$ cat config.mk
export PLATFORM = sky130hd
export DESIGN_NAME = ahb_response_mux
export DESIGN_NICKNAME = d
export VERILOG_FILES = /design/src/rtl/ahb_pkg.sv /design/src/rtl/ahb_default_subordinate.sv /design/src/rtl/ahb_response_mux.sv
export SDC_FILE = /design/constraint.sdc
export NUM_CORES = 1
export LEC_CHECK = 0
export CAP_MARGIN = 20
export CORE_AREA = 3 3 58 87
export CTS_CLUSTER_SIZE = 24
export DETAILED_ROUTE_END_ITERATION = 8
export DIE_AREA = 0 0 61 90
export PLACE_DENSITY_LB_ADDON = 0.15
export SYNTH_ARGS = -nofsm -noshare
export SYNTH_HDL_FRONTEND = slang
export SYNTH_SLANG_ARGS = --single-unit
$ cat constraint.sdc
create_clock -name HCLK -period 1.55 [get_ports HCLK]
set_input_delay 0.31 -clock HCLK [delete_from_list [all_inputs] [get_ports HCLK]]
set_output_delay 0.31 -clock HCLK [all_outputs]
set_load 0.02 [all_outputs]
$ cat src/rtl/ahb_pkg.sv
// ============================================================================
// Module      : ahb_pkg
// Description : Shared AHB-Lite encodings, one-hot subordinate select type and
//               default-subordinate state enum.
// Revision    : 1.0 - initial release
// ============================================================================
`default_nettype none

package ahb_pkg;

   localparam logic [1:0] c_HTRANS_IDLE   = 2'b00;
   localparam logic [1:0] c_HTRANS_BUSY   = 2'b01;
   localparam logic [1:0] c_HTRANS_NONSEQ = 2'b10;
   localparam logic [1:0] c_HTRANS_SEQ    = 2'b11;

   localparam logic c_HRESP_OKAY  = 1'b0;
   localparam logic c_HRESP_ERROR = 1'b1;

   localparam int c_SEL_W       = 4;
   localparam int c_SEL_S1_IDX  = 0;
   localparam int c_SEL_S2_IDX  = 1;
   localparam int c_SEL_S3_IDX  = 2;
   localparam int c_SEL_DEF_IDX = 3;

   typedef logic [c_SEL_W-1:0] sel_t;

   localparam sel_t c_SEL_S1  = sel_t'(1 << c_SEL_S1_IDX);
   localparam sel_t c_SEL_S2  = sel_t'(1 << c_SEL_S2_IDX);
   localparam sel_t c_SEL_S3  = sel_t'(1 << c_SEL_S3_IDX);
   localparam sel_t c_SEL_DEF = sel_t'(1 << c_SEL_DEF_IDX);

   typedef enum logic [1:0] {
      DS_IDLE = 2'b00,
      DS_ERR1 = 2'b01,
      DS_ERR2 = 2'b10
   } dsub_state_t;

   // HSELd and the all-zero (unmapped) case both resolve to DEF.
   function automatic sel_t f_prio_sel(input logic s1, input logic s2, input logic s3);
      if (s1)      return c_SEL_S1;
      else if (s2) return c_SEL_S2;
      else if (s3) return c_SEL_S3;
      else         return c_SEL_DEF;
   endfunction

endpackage

`default_nettype wire

$ cat src/rtl/ahb_default_subordinate.sv
// ============================================================================
// Module      : ahb_default_subordinate
// Description : Answers unmapped/default-region transfers. With the macro
//               AHB_DEFAULT_ERROR_EN defined, NONSEQ/SEQ get a two-cycle
//               ERROR; otherwise every transfer gets a zero-wait OKAY.
// Revision    : 1.0 - initial release
// ============================================================================
`default_nettype none

module ahb_default_subordinate
   import ahb_pkg::*;
(
   input  logic clk,
   input  logic rst_n,
   input  logic i_hready,
   input  logic i_sel_def,
   input  logic i_trans_active,
   output logic o_hreadyout,
   output logic o_hresp
);

`ifdef AHB_DEFAULT_ERROR_EN
   dsub_state_t r_state;
   logic        r_hreadyout;
   logic        r_hresp;
   logic        w_start;

   assign w_start = i_hready & i_sel_def & i_trans_active;

   // Outputs are registered alongside the state so they encode the next state.
   always_ff @(posedge clk or negedge rst_n) begin
      if (!rst_n) begin
         r_state     <= DS_IDLE;
         r_hreadyout <= 1'b1;
         r_hresp     <= c_HRESP_OKAY;
      end else begin
         case (r_state)
            DS_IDLE: begin
               if (w_start) begin
                  r_state     <= DS_ERR1;
                  r_hreadyout <= 1'b0;
                  r_hresp     <= c_HRESP_ERROR;
               end
            end
            DS_ERR1: begin
               r_state     <= DS_ERR2;
               r_hreadyout <= 1'b1;
               r_hresp     <= c_HRESP_ERROR;
            end
            DS_ERR2: begin
               if (w_start) begin
                  r_state     <= DS_ERR1;
                  r_hreadyout <= 1'b0;
                  r_hresp     <= c_HRESP_ERROR;
               end else begin
                  r_state     <= DS_IDLE;
                  r_hreadyout <= 1'b1;
                  r_hresp     <= c_HRESP_OKAY;
               end
            end
            default: begin
               r_state     <= DS_IDLE;
               r_hreadyout <= 1'b1;
               r_hresp     <= c_HRESP_OKAY;
            end
         endcase
      end
   end

   assign o_hreadyout = r_hreadyout;
   assign o_hresp     = r_hresp;
`else
   logic w_unused;
   assign w_unused    = ^{clk, rst_n, i_hready, i_sel_def, i_trans_active};
   assign o_hreadyout = 1'b1;
   assign o_hresp     = c_HRESP_OKAY;
`endif

endmodule

`default_nettype wire

$ cat src/rtl/ahb_response_mux.sv
// ============================================================================
// Module      : ahb_response_mux
// Description : AHB-Lite manager-side response mux with data-phase select
//               register and built-in default subordinate. Optional feature
//               macro: AHB_DEFAULT_ERROR_EN (default-region ERROR responses).
// Revision    : 1.0 - initial release
// ============================================================================
`default_nettype none

module ahb_response_mux
   import ahb_pkg::*;
#(
   parameter int DATA_WIDTH         = 32,
   parameter int NO_OF_SUBORDINATES = 3
)(
   input  logic                  HCLK,
   input  logic                  HRESETn,
   input  logic                  HSEL1,
   input  logic                  HSEL2,
   input  logic                  HSEL3,
   input  logic                  HSELd,
   input  logic [1:0]            HTRANS,
   input  logic [DATA_WIDTH-1:0] HRDATA1,
   input  logic [DATA_WIDTH-1:0] HRDATA2,
   input  logic [DATA_WIDTH-1:0] HRDATA3,
   input  logic                  HREADYOUT1,
   input  logic                  HREADYOUT2,
   input  logic                  HREADYOUT3,
   input  logic                  HRESP1,
   input  logic                  HRESP2,
   input  logic                  HRESP3,
   output logic [DATA_WIDTH-1:0] HRDATA,
   output logic                  HREADY,
   output logic                  HRESP
);

   if (NO_OF_SUBORDINATES != 3) begin : g_cfg_check
      $error("ahb_response_mux supports exactly 3 subordinates");
   end

   sel_t                  w_asel;
   sel_t                  r_dsel;
   logic [DATA_WIDTH-1:0] w_hrdata;
   logic                  w_hready;
   logic                  w_hresp;
   logic                  w_hreadyout_d;
   logic                  w_hresp_d;
   logic                  w_unused;

   // HSELd carries no extra information beyond "none of S1..S3"; HTRANS[0]
   // only distinguishes IDLE/BUSY and NONSEQ/SEQ, which are treated alike.
   assign w_unused = ^{HSELd, HTRANS[0]};

   assign w_asel = f_prio_sel(HSEL1, HSEL2, HSEL3);

   always_ff @(posedge HCLK or negedge HRESETn) begin
      if (!HRESETn) begin
         r_dsel <= c_SEL_DEF;
      end else if (w_hready) begin
         r_dsel <= w_asel;
      end
   end

   ahb_default_subordinate u_default_sub (
      .clk            (HCLK),
      .rst_n          (HRESETn),
      .i_hready       (w_hready),
      .i_sel_def      (w_asel[c_SEL_DEF_IDX]),
      .i_trans_active (HTRANS[1]),
      .o_hreadyout    (w_hreadyout_d),
      .o_hresp        (w_hresp_d)
   );

   always_comb begin
      w_hrdata = '0;
      w_hready = w_hreadyout_d;
      w_hresp  = w_hresp_d;
      case (r_dsel)
         c_SEL_S1: begin
            w_hrdata = HRDATA1;
            w_hready = HREADYOUT1;
            w_hresp  = HRESP1;
         end
         c_SEL_S2: begin
            w_hrdata = HRDATA2;
            w_hready = HREADYOUT2;
            w_hresp  = HRESP2;
         end
         c_SEL_S3: begin
            w_hrdata = HRDATA3;
            w_hready = HREADYOUT3;
            w_hresp  = HRESP3;
         end
         default: begin
            w_hrdata = '0;
            w_hready = w_hreadyout_d;
            w_hresp  = w_hresp_d;
         end
      endcase
   end

   assign HRDATA = w_hrdata;
   assign HREADY = w_hready;
   assign HRESP  = w_hresp;

endmodule

`default_nettype wire

==> results of run 1 <==
-- where the power goes --
part	internal [mW]	switching (mW)	total (mW)	leakage, nW
Combinational	0.536	0.383	0.919	1.09
Clock	0.176	0.0625	0.239	0.0228
Sequential	0.115	0.0161	0.131	0.0445
-- metal layers --
| metal | share of wire (%) | track usage [%] | routed length [um] | vias to the layer above |
|---|---|---|---|---|
| met3 | 10 | 3.152 | 508 | 4 |
| li1 | - | - | - | 706 |
| met2 | 56 | 31.52 | 2787 | 94 |
| met5 | 0 | 0 | 0 | - |
| met1 | 33 | 17.01 | 1646 | 671 |
| met4 | 0.86 | 3.978 | 43 | 0 |
-- layout make-up --
type	count	area share, %
Multi-Input combinational cell	50	22.66
Sequential cell	4	4.437
Tap cell	46	2.430
Clock buffer	4	1.902
Timing Repair Buffer	156	63.02
Inverter	35	5.547
-- through the flow --
stage / TNS [ps] / instances / hold WS [ps] / instance area, um2 / power (mW)
finish: -13460 / 295 / 287.3 / 2369 / 1.288
global route: -16600 / 295 / 298.8 / 2369 / 1.369
CTS: -14160 / 292 / 291.2 / 2292 / 1.245
detailed placement: -20310 / 284 / 524.6 / 2292 / 1.024
global placement: -19850 / 284 / 518.7 / 2292 / 1.019
floorplan: -2438 / 98 / 14.41 / 795.8 / 0.4877
-- timing repair --
action | in CTS | in global routing
cloned | 1 | 1
endpoints found under the setup margin | 36 | 36
gates resized for setup | 168 | 13
setup buffers | 4 | 3
pin swaps | 12 | 9
hold endpoints to repair | 0 | 0
-- cells by family (layout without fill, tap and decap cells) --
kind of cell	count (synthesis)	after routing	share of synthesized area [%]
AO/OA/AOI/OAI	38	38	46.71
flip-flops	4	4	13.00
multiplexers	2	2	2.889
AND/OR/NAND/NOR	10	10	14.93
buffers and inverters	44	195	22.47
-- layout by cell type (no fill, tap or decap) --
cell,count
buf_6,15
dfrtp_2,3
dfstp_2,1
mux2_4,2
clkbuf_1,1
clkbuf_8,3
a222oi_1,33
buf_8,1
buf_4,11
a21boi_2,1
a21oi_2,1
buf_2,20
nand2b_1,1
buf_12,2
nor4b_4,3
a2111oi_4,1
and2_1,1
clkdlybuf4s50_1,106
nor2_1,1
nor3b_1,3
or3_1,1
inv_1,35
a21o_1,1
clkbuf_16,1
o21ai_1,1
-- final timing paths --
check	from	endpoint	slack (ps)	cells past startpoint
setup / recovery	r_dsel[3]	HRDATA[30]	-450	6
hold / removal	HRESETn	r_dsel[2]	290	1
setup reg to reg	r_dsel[3]	r_dsel[2]	-100	6
hold reg to reg	r_dsel[1]	r_dsel[1]	740	2
max in group asynchronous	HRESETn	r_dsel[3]	1030	1
min in group HCLK	r_dsel[1]	r_dsel[1]	740	2
==> impl_results.md, run 1 <==
- Post-synth cell types: 18
- Maximum vdd drop: ~0.66 mV
- Place WS: -626.7 ps
- Clk root buf: clkbuf_8
- Clk_skew: 3.776 ps
- Max reg flops: 4
- Family with the most delay on the worst path: flip-flops
- DR vias: 1475
- Die height: ~90 um
- # fillers: 431
- Mapped Area: slightly below 800 um2
- Drt total wl: 4.985 mm
- Register area share after synthesis: 13.00%
- Antenna cells: 0
- Final slew viol count: 0
- CTS Buf Count: 3
- Clock Tree Buf Depth: 2
- Violated checks: negative setup slack
- Slowest cell delay on critical path: around 590 ps
- Crit. End Element: output port
- H-tree Lvls: 1
- Routed len/inst: 16.90 um
- CTS tree: yes
- Total core area: ~4300 um2
- Pin count of the biggest net entering global routing: 25
- I/O Buffers: 140
- Overflow after GRT: 0
- Number of hold buffers added after cts: 0
- RSZ-0062 raised after global routing: true
- Nets: 360
- Synth warn: 0
- Mapped Cells: 98
- Vias per cell: 5.000
- Largest Register: r_dsel
- Clock sinks: 4
- Area contributors post-synth: a222oi_1 (42%), inv_1 (17%), dfrtp_1 (9.6%), nor4b_4 (9.1%), buf_2 (5.1%)
- RePlAce Congestion: 0.7425
- Top cell type's share of synthesized area: 42.38%
- Bufs and invs on worst path: 4
- Leak Pwr: 1.157 nW
- Synth top cells by count: inv_1 (35), a222oi_1 (33), buf_2 (8)
- HPWL Detailed: around 3.8 mm
- FP Rows: 29
- Initial DRC Count: 192
- Post-synth EDFFs: 0
- Starting Density: a little under a fifth
- Outcome: finished with violations
- First-pass DRT Iterations: 8
- Initial antenna violation count: 0
- # DRC: 0
- Global-route wire length before repair: around 7 mm
- Biggest regs: r_dsel: 4 flops
- Synth async-reset ratio: 100.0%
- Hold Vio Cnt, Final: 0
- CP arrival: 1690 ps
- Tcrit/Tclk final: 128.8%
- Multi-input logic area: 536.8 um2
- Post-Syn Area per Cell: between 7 and 8 um2
- Rel. slew slack: 78.96%
- Clk_lat worst skew: 220 ps
- Area grow syn2layout: 203.9%
- Setup Crit Path Kind: flop to output port
- CP Max Fanout: 8
- Yosys top cell by area: a222oi_1
- All-Layer GR Usage: 16.41%
- Max-cap violation count: 0
- Crit path launch type: flop
- Slew @ Worst Pin: 314.3 ps
- Post-Syn Nets: around 210
- Post-synthesis sequential element count: 4
- Most common cell in the netlist: inv_1
- Critical Path, Cell by Cell: nor4b_4 > buf_6 > clkbuf_16 > a222oi_1 > inv_1 > buf_2
- Top FF cell, synth: dfrtp_1
- Final Setup Violations: 36
- Hold Path Class: primary input to asynchronous set/reset pin
- Final Util: 54.85%
- Power per cell area: 543.8 nW/um2
- Fmax: roughly 0.50 GHz
- Routed Antenna Nets: 0
- Worst path slowest cell: dfstp_2
- Die footprint: about 5500 um2
- Die outline width: 61 um
- Layout cells sized above 1: 26.10%
- Min Tclk post-route: 1996 ps
- Final WS setup: -446.3 ps
- Vias in the first global route: 1383
- Seq. cell area: between 100 and 150 um2
- Clock-pin slew on the worst setup and hold paths: roughly 40 ps
- Critical Path RT: 1240 ps
- Io pins: 144
No activity file was read; power rests on OpenSTA's default activity.
==> run 2, diff against run 1 <==
CORE_AREA = 3 3 57 85   (was 3 3 58 87)
CTS_BUF_LIST = sky130_fd_sc_hd__clkbuf_2 sky130_fd_sc_hd__clkbuf_4 sky130_fd_sc_hd__clkbuf_8   (was not set)
DIE_AREA = 0 0 60 88   (was 0 0 61 90)
HOLD_SLACK_MARGIN = 0.15   (was not set)
==> run 2 against run 1 <==
Net effect: the flow still finishes with violations (negative setup slack); cell count is 0.34% higher; largest cell class unchanged; via count is 1.9% lower; largest power group unchanged; critical endpoint is now HRDATA[3]; non-clock buffer count is 1 higher; die area is 3.8% lower; highest routed layer is now met3.
==> impl_results.md, run 2 (synthesis gave the netlist of run 1 again) <==
- Slowest cell delay on critical path: 580 ps
- Power per cell area: 548.4 nW/um2
- Seq. cell area: 103.9 um2
- Bufs and invs on worst path: 3
- Critical Path RT: 1240 ps
- WL met3: 595 um
- Setup_tns: -13030 ps
- Total core area: 4209 um2
- DP Area: 2317 um2
- Fin area: approximately 2500 um2
- FF-to-FF Start: r_dsel[1]
- Violated checks: negative setup slack
- RePlAce Congestion: roughly 0.76
- Min Tclk post-route: 1967 ps
- Initial DRC Count: 121
- Clock sinks: 4
- Final WS setup: -417.1 ps
- Place WS: -624.4 ps
- P_int: 0.9014 mW
- Routed len/inst: ~16 um
- Worst path slowest cell: dfstp_2
- Hold Path Class: primary input to asynchronous set/reset pin
- Clock-pin slew on the worst setup and hold paths: 40 ps
- Largest Register: r_dsel
- Die height: 88 um
- Sw Ratio: 33.62%
- Commonest non-fill, non-tap cell in the layout: clkdlybuf4s50_1
- Max reg flops: 4
- I/O Buffers: between 100 and 150
- Flop pwr share: under 10%
- # fillers: 398
- Clk_skew: 4.240 ps
- Maximum vdd drop: 0.4740 mV
- Fmax: 0.5084 GHz
- Rel. slew slack: 69.32%
- Leak Pwr: 1.183 nW
- First-pass DRT Iterations: 6
- Overflow after GRT: 0
- CTS Buf Count: 3
- Max-cap violation count: 0
- Outcome: finished with violations
- Clk root buf: clkbuf_8
- All-Layer GR Usage: 15.99%
- Area grow syn2layout: 217.7%
- Final Setup Violations: 36
- Clock Tree Buf Depth: 2
- Routed wl met2: 2.456 mm
- Sw Pwr: 0.4565 mW
- Die footprint: approximately 5300 um2
- Global-route wire length before repair: 6.658 mm
- Routed length on met1: 1.557 mm
- CP arrival: 1660 ps
- Nets: 361
- Critical Path, Cell by Cell: nor4b_4 > buf_12 > a222oi_1 > inv_1 > buf_6
- Max layer used: met3
- Clk pwr share: 18.4%
- Vias in the first global route: approximately 1500
- Family with the most delay on the worst path: flip-flops
- Final Util: 58.83%
- Routed Antenna Nets: 0
- Multi-input logic area: 516.7 um2
- H-tree Lvls: 1
- Clk_lat worst skew: roughly 220 ps
- R2r endpoint: r_dsel[2]
- Tcrit/Tclk final: 126.9%
- Hold WS: 294.8 ps
- Layout cells sized above 1: 26.00%
- CP Max Fanout: 20
- RSZ-0062 raised after global routing: true
- Final slew viol count: 0
- Crit path launch type: flop
- Stages on worst setup path: 5
- Die outline width: around 60 um
- Crit. End Element: output port
- Starting Density: 18.52%
- Drt total wl: around 4.6 mm
- HPWL Detailed: 3.756 mm
- Worst-case reg-to-reg path depth: 4
- Initial antenna violation count: 0
- Hold Vio Cnt, Final: 0
- # DRC: 0
- DR vias: between 1000 and 1500
- Cells after DPL: 289
- Slew @ Worst Pin: ~460 ps
- Setup Crit Path Kind: flop to output port
- Vias per cell: 4.889
- CTS tree: yes
- Non-filler instance count after layout: 296
- FP Rows: 29
- Antenna cells: 0
- Io pins: 144
- Total power: about 1.4 mW
- Commonest cells after routing, fill and taps aside: clkdlybuf4s50_1 (106), buf_6 (41), inv_1 (35)
- Number of hold buffers added after cts: 0
- Combinational fraction of design power: 72.4%
- Reg2reg setup slack: -40 ps
- Biggest regs: r_dsel: 4 flops
- Pin count of the biggest net entering global routing: 21
==> run 2: how the worst max path moves through the flow <==
stage | from | end | slack (ps)
floorplan | r_dsel[1] | HRDATA[10] | -90
global placement | r_dsel[2] | HRDATA[10] | -620
detailed placement | r_dsel[0] | HRDATA[4] | -620
CTS | r_dsel[3] | HRDATA[3] | -420
global route | r_dsel[3] | HRDATA[3] | -510
finish | r_dsel[3] | HRDATA[3] | -420
==> run 2: power groups by stage <==
stage                     clock network, mW  logic [mW]  registers, mW
after global routing                  0.260        1.05          0.127
final                                 0.249       0.983          0.126
after detailed placement                  0       0.903          0.131
after CTS                             0.255       0.983          0.126
after global placement                    0       0.899          0.130
after floorplan                           0       0.358          0.130
==> run 2: per-layer routing <==
layer / track usage, % / up-vias
met5: 0 / -
met4: 2.218 / 0
met3: 3.540 / 0
met2: 31.99 / 97
met1: 16.51 / 645
li1: - / 705
==> run 2: final cells by class <==
cell class / instances / share of cell area [%]
inverter: 35 / 5.306
clock buffer: 4 / 1.971
tap: 46 / 2.324
timing repair buffer: 157 / 65.34
multi-input combinational: 50 / 20.87
sequential: 4 / 4.194
==> run 2: timing repair <==
action	4_1_cts	5_1_grt
pin swaps	13	1
endpoints found under the setup margin	36	36
cloned	1	0
setup buffers	3	0
hold endpoints to repair	0	0
gates resized for setup	213	5
==> run 2: worst reg2reg max path: stages, from the launching register on <==
cell and delay (ps):
dfrtp_2 440, nor4b_4 480, buf_8 210, a2111oi_2 80, mux2_4 260
==> RTL change, RTL diff (flow settings as in run 1) <==
Build with the macro `AHB_DEFAULT_ERROR_EN` defined.
--- a/src/rtl/ahb_default_subordinate.sv
+++ b/src/rtl/ahb_default_subordinate.sv
@@ -6,6 +6,8 @@
 // Revision    : 1.0 - initial release
 // ============================================================================
 `default_nettype none
+
+`define AHB_DEFAULT_ERROR_EN
 
 module ahb_default_subordinate
    import ahb_pkg::*;
Function: changed (Yosys sat finds a counterexample within 4 cycles, from zero or initial values and one cycle with HRESETn low).
==> RTL change against run 1 <==
  * Count of clock-buffer cells in the layout down 1
  * Design area up 18%
  * Maximum frequency down 6.1%
  * Synthesized area up 27%
  * Wire length up 18%
  * Worst setup slack worse by 0.13 ns
  * The run still ends with negative setup slack left
  * Sequential cell count up 4
Power is left out: it rests on default switching activity, and per cell area and clock period it moved more than threefold.
==> RTL change: results (changes against run 1) <==
CP max FO=6 (-2); worst reg2reg endpoint=u_default_sub.o_hreadyout; sequential area share after synthesis=20.5% (+7.5 points); reg2reg start=r_dsel[3]; Reg2Reg Setup Slack=-0.22 ns (-0.12 ns); path depth of the worst reg2reg path=5 (-1); CP Data Arrival Time=1.82 ns (+0.13 ns); final net count=395 (+9.7%); share of layout cells above drive strength 1=29.0% (+2.9 points); Synth cell types=30 (+12); post-route setup slack=-0.575 ns (-0.129 ns); Post-DP Area=2600 µm² (+14%); # fillers=371 (-14%); DRT iter0 DRCs=265 (+38%); DP HPWL=4700 µm (+24%); First-pass DRT Iterations=9 (+1); final number of setup-violating endpoints=41 (+14%); worst rel slew slack=67.9% (-11 points); largest net degree at the start of global routing=26 (+4.0%); buffers added on ports=141 (+0.71%); delay of the slowest critical-path stage=0.61 ns (+0.02 ns); failing checks=negative setup slack; Clock Skew=0.000682 ns (-0.00309 ns); total negative slack=-18.65 ns (-5.20 ns); worst slack, placed=-0.844 ns (-0.217 ns); GRT Util Overall=19.6% (+3.2 points); vias per cell=5.21 (+4.2%); status=finished, violations left; Vias=1,714 (+16%); crit path capture=HRDATA[7]; Placed Instances=320 (+13%); syn nets=233 (+12%)
RTL change: final cells by class:
| class | instances | share of cell area, % |
|---|---|---|
| inverter | 35 | 4.86 |
| tap | 46 | 2.05 |
| multi-input combinational | 66 | 21.9 |
| clock buffer | 3 | 1.47 |
| timing repair buffer | 171 | 62.4 |
| sequential | 8 | 7.36 |
RTL change: worst min path at each step:
stage          cells past startpoint                       end                     start  slack (ns)
3_3_place_gp                       1  u_default_sub.r_state[1]  u_default_sub.r_state[1]        0.45
5_1_grt                            1  u_default_sub.r_state[0]                   HRESETn        0.38
3_5_place_dp                       1  u_default_sub.r_state[1]  u_default_sub.r_state[1]        0.46
2_1_floorplan                      0                 r_dsel[0]                   HRESETn        0.01
6_report                           1  u_default_sub.r_state[0]                   HRESETn        0.36
4_1_cts                            1  u_default_sub.r_state[0]                   HRESETn        0.36
RTL change: logic make-up (layout without fill, tap and decap cells):
| logic type | after synthesis | count (layout) | share of synthesized area, % |
|---|---|---|---|
| AND/OR/NAND/NOR | 22 | 22 | 16.3 |
| multiplexers | 1 | 1 | 1.01 |
| buffers and inverters | 49 | 209 | 21.5 |
| AO/OA/AOI/OAI | 43 | 43 | 40.6 |
| flip-flops | 8 | 8 | 20.5 |
RTL change: routing by layer:
layer	global-route usage [%]	part of all wire, %	vias up
met5	0	0	-
met4	2.71	0	0
met3	3.72	11	0
met2	38.8	56	87
met1	20.1	33	812
li1	-	-	815
RTL change: timing repair:
item	4_1_cts	5_1_grt
gates cloned	0	2
hold buffers	0	0
setup buffers	6	1
endpoints found under the setup margin	41	41
gates resized for setup	179	39
pin swaps	20	27
hold endpoints to repair	0	0
